===== config.mk =====
export PLATFORM = sky130hd
export DESIGN_NAME = autoconfig_host_flat
export DESIGN_NICKNAME = d
export VERILOG_FILES = /design/src/rtl/autoconfig_host_if.sv /design/src/rtl/autoconfig_host.sv /design/src/flat_wrapper.sv
export SDC_FILE = /design/constraint.sdc
export NUM_CORES = 1
export LEC_CHECK = 0
export CAP_MARGIN = 25
export CORE_MARGIN = 2
export CORE_UTILIZATION = 28
export CTS_CLUSTER_DIAMETER = 30
export DETAILED_ROUTE_END_ITERATION = 7
export PLACE_DENSITY = 0.52
export SLEW_MARGIN = 20
export SYNTH_ARGS = -nofsm -noshare
export SYNTH_HDL_FRONTEND = slang
export SYNTH_SLANG_ARGS = --single-unit

===== constraint.sdc =====
create_clock -name CLK -period 5.3 [get_ports CLK]
set_input_delay 0.53 -clock CLK [delete_from_list [all_inputs] [get_ports CLK]]
set_output_delay 0.53 -clock CLK [all_outputs]
set_load 0.1 [all_outputs]

===== src/rtl/autoconfig_host_if.sv =====
// AUTOCONFIG bus between the host sequencer (master) and the board chain (slave).
interface autoconfig_host_if;
   logic [23:1] ADDR;
   logic [3:0]  DOUT;
   logic        RW;
   logic        AS_n;
   logic        DTACK;
   logic [3:0]  DIN;

   modport master (output ADDR, DOUT, RW, AS_n, input DTACK, DIN);
   modport slave  (input ADDR, DOUT, RW, AS_n, output DTACK, DIN);
endinterface


===== src/rtl/autoconfig_host.sv =====
// AUTOCONFIG host: walks the board chain at $E80000, places memory boards from $200000 and shuts up the rest.
// Define AUTOCONFIG_HOST_IO_ALLOC_EN to also place 64K I/O boards from $E90000 upward.
module autoconfig_host (
   input  logic              CLK,
   input  logic              RESET,
   input  logic              START,
   autoconfig_host_if.master bus,
   output logic              BUSY,
   output logic              DONE,
   output logic              ERROR,
   output logic [2:0]        BOARD_COUNT
);
   typedef enum logic [3:0] {
      IDLE, RD_HI, RD_LO, ALLOC, WR_LO, WR_HI, SHUTUP, GAP, FINISH
   } state_t;

   localparam logic [23:1] A_TYPE_HI  = 23'h740000;
   localparam logic [23:1] A_TYPE_LO  = 23'h740001;
   localparam logic [23:1] A_BASE_HI  = 23'h740024;
   localparam logic [23:1] A_BASE_LO  = 23'h740025;
   localparam logic [23:1] A_SHUTUP   = 23'h740026;
   localparam logic [7:0]  MEM_START  = 8'h20;
   localparam logic [8:0]  MEM_LIMIT  = 9'h0A0;
   localparam logic [7:0]  TMO_LAST   = 8'd254;
   localparam logic [2:0]  MAX_BOARDS = 3'd7;
`ifdef AUTOCONFIG_HOST_IO_ALLOC_EN
   localparam logic [7:0]  IO_START   = 8'hE9;
   localparam logic [7:0]  IO_LAST    = 8'hEF;
`endif

   // Board size in 64K units (A23:16 granules).
   function automatic logic [7:0] size_units(input logic [2:0] code);
      return (code == 3'b000) ? 8'h80 : (8'h01 << (code - 3'd1));
   endfunction

   // The 8MB window itself starts at $200000, so an 8MB board only needs 2MB alignment.
   function automatic logic [7:0] align_units(input logic [2:0] code);
      return (code == 3'b000) ? 8'h20 : size_units(code);
   endfunction

   function automatic logic [8:0] align_up(input logic [7:0] ptr, input logic [7:0] align);
      logic [8:0] mask;
      mask = {1'b0, align} - 9'd1;
      return ({1'b0, ptr} + mask) & ~mask;
   endfunction

   state_t      state_q, state_d, gap_next_q, gap_next_d, setup_state;
   logic        setup, ack;
   logic        as_n_q, as_n_d, rw_q, rw_d;
   logic [23:1] addr_q, addr_d;
   logic [3:0]  dout_q, dout_d;
   logic        done_q, done_d, error_q, error_d;
   logic [2:0]  count_q, count_d;
   logic [7:0]  memptr_q, memptr_d;
   logic [7:0]  tmo_q, tmo_d;
   logic        is_mem_q, is_mem_d;
   logic [2:0]  size_q, size_d;
   logic [7:0]  base_q, base_d;
   logic [8:0]  mem_base, mem_end;
`ifdef AUTOCONFIG_HOST_IO_ALLOC_EN
   logic [7:0]  ioptr_q, ioptr_d;
`endif

   assign mem_base = align_up(memptr_q, align_units(size_q));
   assign mem_end  = mem_base + {1'b0, size_units(size_q)};

   always_ff @(posedge CLK or posedge RESET) begin
      if (RESET) begin
         state_q    <= IDLE;
         gap_next_q <= IDLE;
         as_n_q     <= 1'b1;
         rw_q       <= 1'b1;
         addr_q     <= '0;
         dout_q     <= '0;
         done_q     <= 1'b0;
         error_q    <= 1'b0;
         count_q    <= '0;
         memptr_q   <= MEM_START;
         tmo_q      <= '0;
`ifdef AUTOCONFIG_HOST_IO_ALLOC_EN
         ioptr_q    <= IO_START;
`endif
      end else begin
         state_q    <= state_d;
         gap_next_q <= gap_next_d;
         as_n_q     <= as_n_d;
         rw_q       <= rw_d;
         addr_q     <= addr_d;
         dout_q     <= dout_d;
         done_q     <= done_d;
         error_q    <= error_d;
         count_q    <= count_d;
         memptr_q   <= memptr_d;
         tmo_q      <= tmo_d;
`ifdef AUTOCONFIG_HOST_IO_ALLOC_EN
         ioptr_q    <= ioptr_d;
`endif
      end
   end

   always_ff @(posedge CLK) begin
      is_mem_q <= is_mem_d;
      size_q   <= size_d;
      base_q   <= base_d;
   end

   always_comb begin
      state_d     = state_q;
      gap_next_d  = gap_next_q;
      as_n_d      = as_n_q;
      rw_d        = rw_q;
      addr_d      = addr_q;
      dout_d      = dout_q;
      done_d      = done_q;
      error_d     = error_q;
      count_d     = count_q;
      memptr_d    = memptr_q;
      tmo_d       = tmo_q;
      is_mem_d    = is_mem_q;
      size_d      = size_q;
      base_d      = base_q;
      setup       = 1'b0;
      setup_state = IDLE;
      ack         = 1'b0;
`ifdef AUTOCONFIG_HOST_IO_ALLOC_EN
      ioptr_d     = ioptr_q;
`endif

      // A strobed cycle ends on DTACK, or after 255 silent clocks meaning no board is there.
      if (!as_n_q) begin
         if (bus.DTACK) begin
            as_n_d = 1'b1;
            tmo_d  = '0;
            ack    = 1'b1;
         end else if (tmo_q == TMO_LAST) begin
            as_n_d  = 1'b1;
            tmo_d   = '0;
            state_d = FINISH;
         end else begin
            tmo_d = tmo_q + 8'd1;
         end
      end

      case (state_q)
         IDLE: if (START) begin
            done_d      = 1'b0;
            error_d     = 1'b0;
            count_d     = '0;
            memptr_d    = MEM_START;
`ifdef AUTOCONFIG_HOST_IO_ALLOC_EN
            ioptr_d     = IO_START;
`endif
            setup       = 1'b1;
            setup_state = RD_HI;
         end
         RD_HI: if (ack) begin
            is_mem_d = bus.DIN[1];
            if (bus.DIN[3:2] != 2'b11) begin
               state_d = FINISH;
            end else begin
               setup       = 1'b1;
               setup_state = RD_LO;
            end
         end
         RD_LO: if (ack) begin
            size_d  = bus.DIN[2:0];
            state_d = ALLOC;
         end
         ALLOC: begin
            setup       = 1'b1;
            setup_state = SHUTUP;
            if (is_mem_q) begin
               if (mem_end <= MEM_LIMIT) begin
                  base_d      = mem_base[7:0];
                  memptr_d    = mem_end[7:0];
                  setup_state = WR_LO;
               end
            end
`ifdef AUTOCONFIG_HOST_IO_ALLOC_EN
            else if (size_q == 3'b001 && ioptr_q <= IO_LAST) begin
               base_d      = ioptr_q;
               ioptr_d     = ioptr_q + 8'd1;
               setup_state = WR_LO;
            end
`endif
         end
         WR_LO: if (ack) begin
            setup       = 1'b1;
            setup_state = WR_HI;
         end
         WR_HI: if (ack) begin
            count_d = count_q + 3'd1;
            if (count_q == MAX_BOARDS - 3'd1) begin
               error_d = 1'b1;
               state_d = FINISH;
            end else begin
               setup       = 1'b1;
               setup_state = RD_HI;
            end
         end
         SHUTUP: if (ack) begin
            setup       = 1'b1;
            setup_state = RD_HI;
         end
         GAP: begin
            state_d = gap_next_q;
            as_n_d  = 1'b0;
         end
         FINISH: begin
            done_d  = 1'b1;
            state_d = IDLE;
         end
         default: state_d = IDLE;
      endcase

      // Address, direction and data go out during GAP so they lead the strobe by a clock.
      if (setup) begin
         state_d    = GAP;
         gap_next_d = setup_state;
         rw_d       = 1'b0;
         dout_d     = 4'h0;
         case (setup_state)
            RD_HI: begin
               addr_d = A_TYPE_HI;
               rw_d   = 1'b1;
            end
            RD_LO: begin
               addr_d = A_TYPE_LO;
               rw_d   = 1'b1;
            end
            WR_LO: begin
               addr_d = A_BASE_LO;
               dout_d = base_d[3:0];
            end
            WR_HI: begin
               addr_d = A_BASE_HI;
               dout_d = base_d[7:4];
            end
            default: addr_d = A_SHUTUP;
         endcase
      end
   end

   assign bus.ADDR    = addr_q;
   assign bus.DOUT    = dout_q;
   assign bus.RW      = rw_q;
   assign bus.AS_n    = as_n_q;
   assign BUSY        = (state_q != IDLE);
   assign DONE        = done_q;
   assign ERROR       = error_q;
   assign BOARD_COUNT = count_q;
endmodule


===== src/flat_wrapper.sv =====
// flat-port wrapper written by rule: the top's interface ports become plain ports
module autoconfig_host_flat 
  (CLK, RESET, START, BUSY, DONE, ERROR, BOARD_COUNT, bus_ADDR, bus_DOUT, bus_RW, bus_AS_n, bus_DTACK, bus_DIN);
  autoconfig_host_if bus_i ();
  input  logic CLK;
  input  logic RESET;
  input  logic START;
  output logic BUSY;
  output logic DONE;
  output logic ERROR;
  output logic [2:0] BOARD_COUNT;
  output wire logic [$bits(bus_i.ADDR)-1:0] bus_ADDR;
  output wire logic [$bits(bus_i.DOUT)-1:0] bus_DOUT;
  output wire logic [$bits(bus_i.RW)-1:0] bus_RW;
  output wire logic [$bits(bus_i.AS_n)-1:0] bus_AS_n;
  input wire logic [$bits(bus_i.DTACK)-1:0] bus_DTACK;
  input wire logic [$bits(bus_i.DIN)-1:0] bus_DIN;
  assign bus_ADDR = bus_i.ADDR;
  assign bus_DOUT = bus_i.DOUT;
  assign bus_RW = bus_i.RW;
  assign bus_AS_n = bus_i.AS_n;
  assign bus_i.DTACK = bus_DTACK;
  assign bus_i.DIN = bus_DIN;
  autoconfig_host u_core (.CLK(CLK), .RESET(RESET), .START(START), .bus(bus_i), .BUSY(BUSY), .DONE(DONE), .ERROR(ERROR), .BOARD_COUNT(BOARD_COUNT));
endmodule

# Word level (Yosys, flattened, before mapping)
# Cells that the tools add are included.
# word_totals
word_cells,114
reg_bits,70
input_bits,8
out_inout_bits,35
# op_classes
add_sub_neg,6
eq_ne,20
n_bitwise,2
n_lt_le_gt_ge,1
mux,55
reduce_logical,15
shift,1
# ops
cell,n
8-bit 2-to-1 mux,10
4-bit 2-to-1 mux,12
4-bit by 3-bit equality test with 1-bit output (second input constant),6
4-bit case mux with 6 select lines,1
6-bit case mux with 4 select lines,1
4-bit case mux with 5 select lines,1
1-bit 2-to-1 mux,19
8-bit case mux with 2 select lines,1
4-bit by 2-bit equality test with 1-bit output (second input constant),3
8-bit by 9-bit adder with 9-bit output,1
9-bit by 8-bit adder with 9-bit output,1
9-bit bitwise AND,1
9-bit by 8-bit less-or-equal comparator with 1-bit output (second input constant),1
3-bit 2-to-1 mux,3
9-bit inverter,1
8-bit by 1-bit subtractor with 9-bit output (second input constant),1
8-bit by 1-bit adder with 8-bit output (second input constant),1
4-bit by 1-bit equality test with 1-bit output (second input constant),2
8-bit equality test (second input constant),1
2-bit by 1-bit inequality test with 1-bit output (second input constant),4
4-bit case mux with 2 select lines,1
4-bit AND reduction,2
1-bit by 3-bit left shift with 8-bit output (first input constant),1
3-bit case mux with 2 select lines,1
other kinds (16),24

# Longest topological paths before layout
# depth
word_depth,14
mapped_depth,22

# Worst setup path after synthesis
# OpenSTA, ideal clock, no wires.
# synth_timing
path_kind,reg-to-reg
start,register u_core.size_q[1]
end,register u_core.base_q[4]
slack_ps,615
stages_incl_launch_ff,21
period_less_slack_ps,4685
required_ps,5179
arrival_time_ps,4564
path_cell_list,edfxtp_1 clkbuf_1 or3b_2 clkbuf_1 ha_1 inv_1 ha_1 a31o_2 a21oi_1 xor2_1 nor2_1 ha_1 and3b_1 a32o_1 a311o_1 o31ai_1 nor4b_1 and4bb_2 o211a_1 buf_6 mux2_4
# synth_between
elab_chain_len,11
# synth_rtl
element,line_no,rtl
start: declaration,autoconfig_host.sv:57,"logic [2:0] size_q, size_d;"
start signal: assignment,autoconfig_host.sv:103,size_q <= size_d;
3-bit by 1-bit subtractor with 3-bit output,autoconfig_host.sv:33,return (code == 3'b000) ? 8'h80 : (8'h01 << (code - 3'd1));
1-bit by 3-bit left shift with 8-bit output,autoconfig_host.sv:33,
8-bit 2-to-1 mux,autoconfig_host.sv:38,return (code == 3'b000) ? 8'h20 : size_units(code);
8-bit by 1-bit subtractor with 9-bit output,autoconfig_host.sv:43,"mask = {1'b0, align} - 9'd1;"
8-bit by 9-bit adder with 9-bit output or 9-bit inverter (tied branches),autoconfig_host.sv:44,"return ({1'b0, ptr} + mask) & ~mask;"
9-bit bitwise AND,autoconfig_host.sv:44,
9-bit by 8-bit adder with 9-bit output,autoconfig_host.sv:65,"assign mem_end = mem_base + {1'b0, size_units(size_q)};"
9-bit by 8-bit less-or-equal comparator with 1-bit output,autoconfig_host.sv:173,if (mem_end <= MEM_LIMIT) begin
8-bit 2-to-1 mux *,autoconfig_host.sv:173,
8-bit 2-to-1 mux *,autoconfig_host.sv:172,if (is_mem_q) begin
8-bit 2-to-1 mux *,autoconfig_host.sv:144,case (state_q)
via u_core.base_d[4],autoconfig_host.sv:58,"logic [7:0] base_q, base_d;"
end signal: assignment,autoconfig_host.sv:104,base_q <= base_d;
end: declaration,autoconfig_host.sv:58,
# Mark *: on every way through the listed nets, which the timed path passes. The rest lies on a longest branch.
# A chain may end at the register's enable or synchronous reset.

# Worst setup path in the final report
# layout_timing
start,register u_core.size_q[1]
end,register u_core.base_q[7]
# Same word-level chain as after synthesis.

==> out/metrics.sh <==
STATUS='finished, final reports clean'
SEQ_AREA_FRAC_SYNTH=0.343
CRITPATHLAUNCH='u_core.size_q[1]'
INSERTION_DELAY_PS=280
NUM_VIAS=2733
YS_ASYNC_SR_FRACTION=0.826
PLACED_CELLS_INCL_TAPS=535
FINAL_LAYOUT_SIZE_SUFFIX_GT1_FRAC=0.114
WORSTPATHCELLLIST='or3b_2 > ha_1 > xnor2_1 > ha_1 > nor2b_4 > o31a_4 > a211oi_2 > ha_1 > o21a_1 > o22ai_1 > o21ba_2 > a21oi_1 > o31ai_4 > xnor2_2 > o211a_2 > mux2_4'
WORSTSETUPPATHDEPTH=16
NUMBER_OF_BUFFERS_INSERTED_TO_REPAIR_SETUP_AFTER_CTS=0
DRT_PASS1_ITERATIONS=4
P_LEAK_nW=1.70
SETUP_VIOL=0
BOUNDARYPINS=43
SYNTH_ENABLE_FLOP_CELLS=4
CRITICAL_PATH.MAX_STAGE_DELAY_PS=560
WORSTPATHMAXFANOUT=6
WORST_R2R_ENDPOINT='u_core.base_q[7]'
POWER.SHARE.COMBINATIONAL=0.571
CRITICAL_PATH_REQUIRED_PS=5470
FLOORPLAN_DIE_AREA_UM2=12900
NETLIST_INSTANCES=374
POWER_DENSITY_nW_PER_UM2=571
PERIOD_NEEDED_PS=5020
CELL_INTERNAL_PWR_mW=1.12
AVG_VIAS_PER_CELL=5.03
HOLD_PATH_CLASS='reg -> reg'
WORST_PATH_CLASS_SETUP='reg -> reg'
PLACE_HPWL_MM=6.08
ANT_NETS=0
WORSTREGTOREGCELLS=16
ROUTED_WIRE_LENGTH_PER_INSTANCE_UM=14.4
DRTITER0DRC=146
POST_SYNTH_NUM_CELL_TYPES=77
POSTROUTEWIRELENGTH_MM=7.84
SETUP.WORST_PATH.START_CLASS='flip-flop'
PEAKVDDDROP_mV=0.287
GLOBALROUTE.TOTALOVERFLOW=0
PLACEABLECOREAREA_UM2=11900
GRT_UTIL_ALL_LAYERS=0.129
DOMINANT_REGISTER_CELL_IN_THE_SYNTHESIZED_NETLIST='sky130_fd_sc_hd__dfrtp_1'
P_SWITCHING_mW=1.11
GRT_MAX_DEGREE=39
TIMING.CRITICAL_PATH.TO_TYPE='flip-flop'
SYNTH_TOP_FAMILY_BY_AREA='compound AO/OA/AOI/OAI gates'
TOTALNEGATIVESETUPSLACK_PS=0
PLACE_CONGESTION=0.815
CTS.SINKS=46
CPMAXSTAGEDELAYCELL='sky130_fd_sc_hd__or3b_2'
HOLD_VIOL_FINAL=0
HOLD_SLACK_PS=468
SWITCHING_SHARE=0.497
POWER.SHARE.SEQUENTIAL=0.272
GRT_PASS1_WL_MM=13.7
TIMING.FINAL.MAX_SLEW_VIOLATIONS=0
BUFFER_PORTS.INSERTED=27
SYNTHESIZED_AREA_FRACTION_OCCUPIED_BY_ADDER_CELLS=0.0766
CRIT_TOP_CELL='sky130_fd_sc_hd__ha_1'
WORST_PATH_DOMINANT_CELL_FAMILY='compound AO/OA/AOI/OAI gates'
YS.WARNINGS.COUNT=0
SYN-CELL-AREA_UM2=3370
CTS_BUFFERS=5
YS_FF_LATCH=46
ROUTE.DETAILED.DRC=0
FILLER_CELL_COUNT=1236
POWER_FRAC_CLOCK=0.158
SETUP.WORST_PATH.END='u_core.base_q[7]'
SYNTH-COMPOUND-AREA-SHARE=0.210
CTS_HOLD_BUF=0
SYNTHESIZED_AREA_FRACTION_OCCUPIED_BY_XOR_AND_XNOR_CELLS=0.0412
MAX_FREQ_GHz=0.199
NETS=423
WORST-ENDPOINT-ARRIVAL_PS=5190
FLOORPLAN.INITIALDENSITY=0.284
LAYOUT_WORST_PATH_CYCLE_SHARE=0.948
AVGSYNTHCELLAREA_UM2=9.00
AREA_GROWTH_SYN_TO_LAYOUT_PCT=15.7
N_ANTENNA_CELL=0
CTS_MAX_LEVEL=2
CLOCK-SKEW-FINAL_PS=3.94
FP.DIEW_UM=114
YOSYS.AREA_SHARE.SIMPLE=0.198
VERTICAL_EXTENT_OF_THE_DIE_UM=114
WORST-R2R-SETUP-SLACK_PS=280
CTS_RESIZED=0
RELSLEWSLACK=0.267
MUXSHAREOFSYNTHAREA=0.0483
CRIT-REG2REG-LAUNCH='u_core.size_q[1]'
STANDARD_CELL_ROW_COUNT=40
GRT_ANTENNA_BEFORE_REPAIR=0
TIMING.MAX_CAP.VIOLATIONS=0
GRT_SETUP_UNREPAIRED='false'
CLOCK_TREE_FROM_TRITONCTS='built'
TIMING.CRITICAL_PATH.BUF_INV=0
TIGHTEST_SLEW_PS=1090
CLOCKBUFFERDEPTH=2
CTS.CLK_SLEW.WORST_PATHS_PS=60
FINALNONFILLERCELLS=543
FIRST_GLOBAL_VIAS=2713
CTSROOTBUFFERMASTER='sky130_fd_sc_hd__clkbuf_16'
## per-stage QoR
step	util	area [µm²]	total power [mW]	setup slack, ps
after floorplan	-	3420	1.60	615
after global placement	0.313	3710	1.84	118
after detailed placement	0.313	3710	1.86	56.2
after CTS	0.327	3880	2.22	14.4
after global routing	0.328	3890	2.38	21.2
final	0.328	3890	2.22	278
## worst register-to-register path: stages (launching register included)
cell                       delay (ps)
sky130_fd_sc_hd__edfxtp_1         440
sky130_fd_sc_hd__or3b_2           560
sky130_fd_sc_hd__ha_1             310
sky130_fd_sc_hd__xnor2_1          250
sky130_fd_sc_hd__ha_1             310
sky130_fd_sc_hd__nor2b_4          150
sky130_fd_sc_hd__o31a_4           320
sky130_fd_sc_hd__a211oi_2         350
sky130_fd_sc_hd__ha_1             370
sky130_fd_sc_hd__o21a_1           130
sky130_fd_sc_hd__o22ai_1          130
sky130_fd_sc_hd__o21ba_2          190
sky130_fd_sc_hd__a21oi_1          290
sky130_fd_sc_hd__o31ai_4          100
sky130_fd_sc_hd__xnor2_2          310
sky130_fd_sc_hd__o211a_2          380
sky130_fd_sc_hd__mux2_4           330
## layout by cell type, fill, tap and decap left out, types with 8 or more instances in the layout
cell type                         Yosys  routed
sky130_fd_sc_hd__nand2_1             46      46
sky130_fd_sc_hd__dfrtp_1             35      35
sky130_fd_sc_hd__clkdlybuf4s50_1      0      27
sky130_fd_sc_hd__nor2_1              24      24
sky130_fd_sc_hd__a21oi_1             19      19
sky130_fd_sc_hd__ha_1                19      19
sky130_fd_sc_hd__inv_1               17      17
sky130_fd_sc_hd__o21ai_0             17      17
sky130_fd_sc_hd__conb_1               1      16
sky130_fd_sc_hd__nand3_1             13      13
sky130_fd_sc_hd__nor2b_1             11      11
sky130_fd_sc_hd__xnor2_1              9       9
sky130_fd_sc_hd__mux2i_1              8       8
sky130_fd_sc_hd__nor3_1               8       8
## flip-flops by register name, summed over array words and instances (netlist names)
signal,cells
u_core.state_q,4
u_core.DONE,1
u_core.gap_next_q,3
u_core.tmo_q,8
u_core.bus.DOUT,4
u_core.base_q,4
u_core.ERROR,1
u_core.memptr_q,8
u_core.BOARD_COUNT,3
u_core.bus.AS_n,1
u_core.size_q,3
u_core.is_mem_q,1
u_core.bus.ADDR,4
u_core.bus.RW,1
## power groups by stage
stage / clock network, mW / registers (mW) / logic (mW)
CTS: 0.362 / 0.602 / 1.26
global placement: 0 / 0.606 / 1.24
floorplan: 0 / 0.781 / 0.818
finish: 0.350 / 0.604 / 1.27
global route: 0.376 / 0.623 / 1.39
detailed placement: 0 / 0.607 / 1.25
## cells by family after synthesis
group | Yosys count
other | 1
AO/OA/AOI/OAI | 94
AND/OR/NAND/NOR | 133
flip-flops | 46
adder cells (fa/ha/maj) | 20
buffers and inverters | 51
XOR/XNOR | 15
multiplexers | 14
## synthesized netlist by cell type (all sizes together) (5+ instances only)
library cell  instances  area, µm²
nand3                13       65.1
clkbuf               11       42.5
inv                  17       63.8
mux2                  6       82.6
nand2                46        173
nor2                 24       90.1
buf                  23        169
nor2b                12       82.6
a21oi                20        104
o21a                  5       37.5
ha                   19        238
xnor2                10       95.1
nand2b                7       43.8
xor2                  5       43.8
nor3                  8       40.0
mux2i                 8       80.1
a22oi                 5       37.5
o21ai                19       95.1
o31ai                 9       86.3
dfrtp                35        876
## final cells by class
class,count,area (µm²),share of cell area
clock buffers,5,125,0.0321
clock inverters,3,40.0,0.0103
inverters,17,63.8,0.0164
multi-input cells,292,2010,0.517
flip-flops and latches,46,1150,0.296
well taps,147,184,0.0472
repair buffers,33,315,0.0810
## metal layers
| layer | routed length [µm] | track usage | part of all wire | up-vias |
|---|---|---|---|---|
| met4 | 78 | 0.0350 | 0.010 | 0 |
| met3 | 140 | 0.0138 | 0.018 | 6 |
| met5 | 0 | 0 | 0 | - |
| li1 | - | - | - | 1354 |
| met1 | 3700 | 0.173 | 0.47 | 1339 |
| met2 | 3920 | 0.223 | 0.50 | 34 |
## worst min path at each step
stage | slack (ps) | cells after the start | start | to
after floorplan | 450 | 2 | u_core.gap_next_q[0] | u_core.gap_next_q[0]
after global placement | 460 | 2 | u_core.bus.RW | u_core.bus.RW
after detailed placement | 470 | 2 | u_core.bus.RW | u_core.bus.RW
after CTS | 480 | 2 | u_core.bus.RW | u_core.bus.RW
after global routing | 520 | 1 | u_core.base_q[6] | u_core.base_q[6]
final | 470 | 2 | u_core.bus.RW | u_core.bus.RW
(Power assumes the default switching activity.)
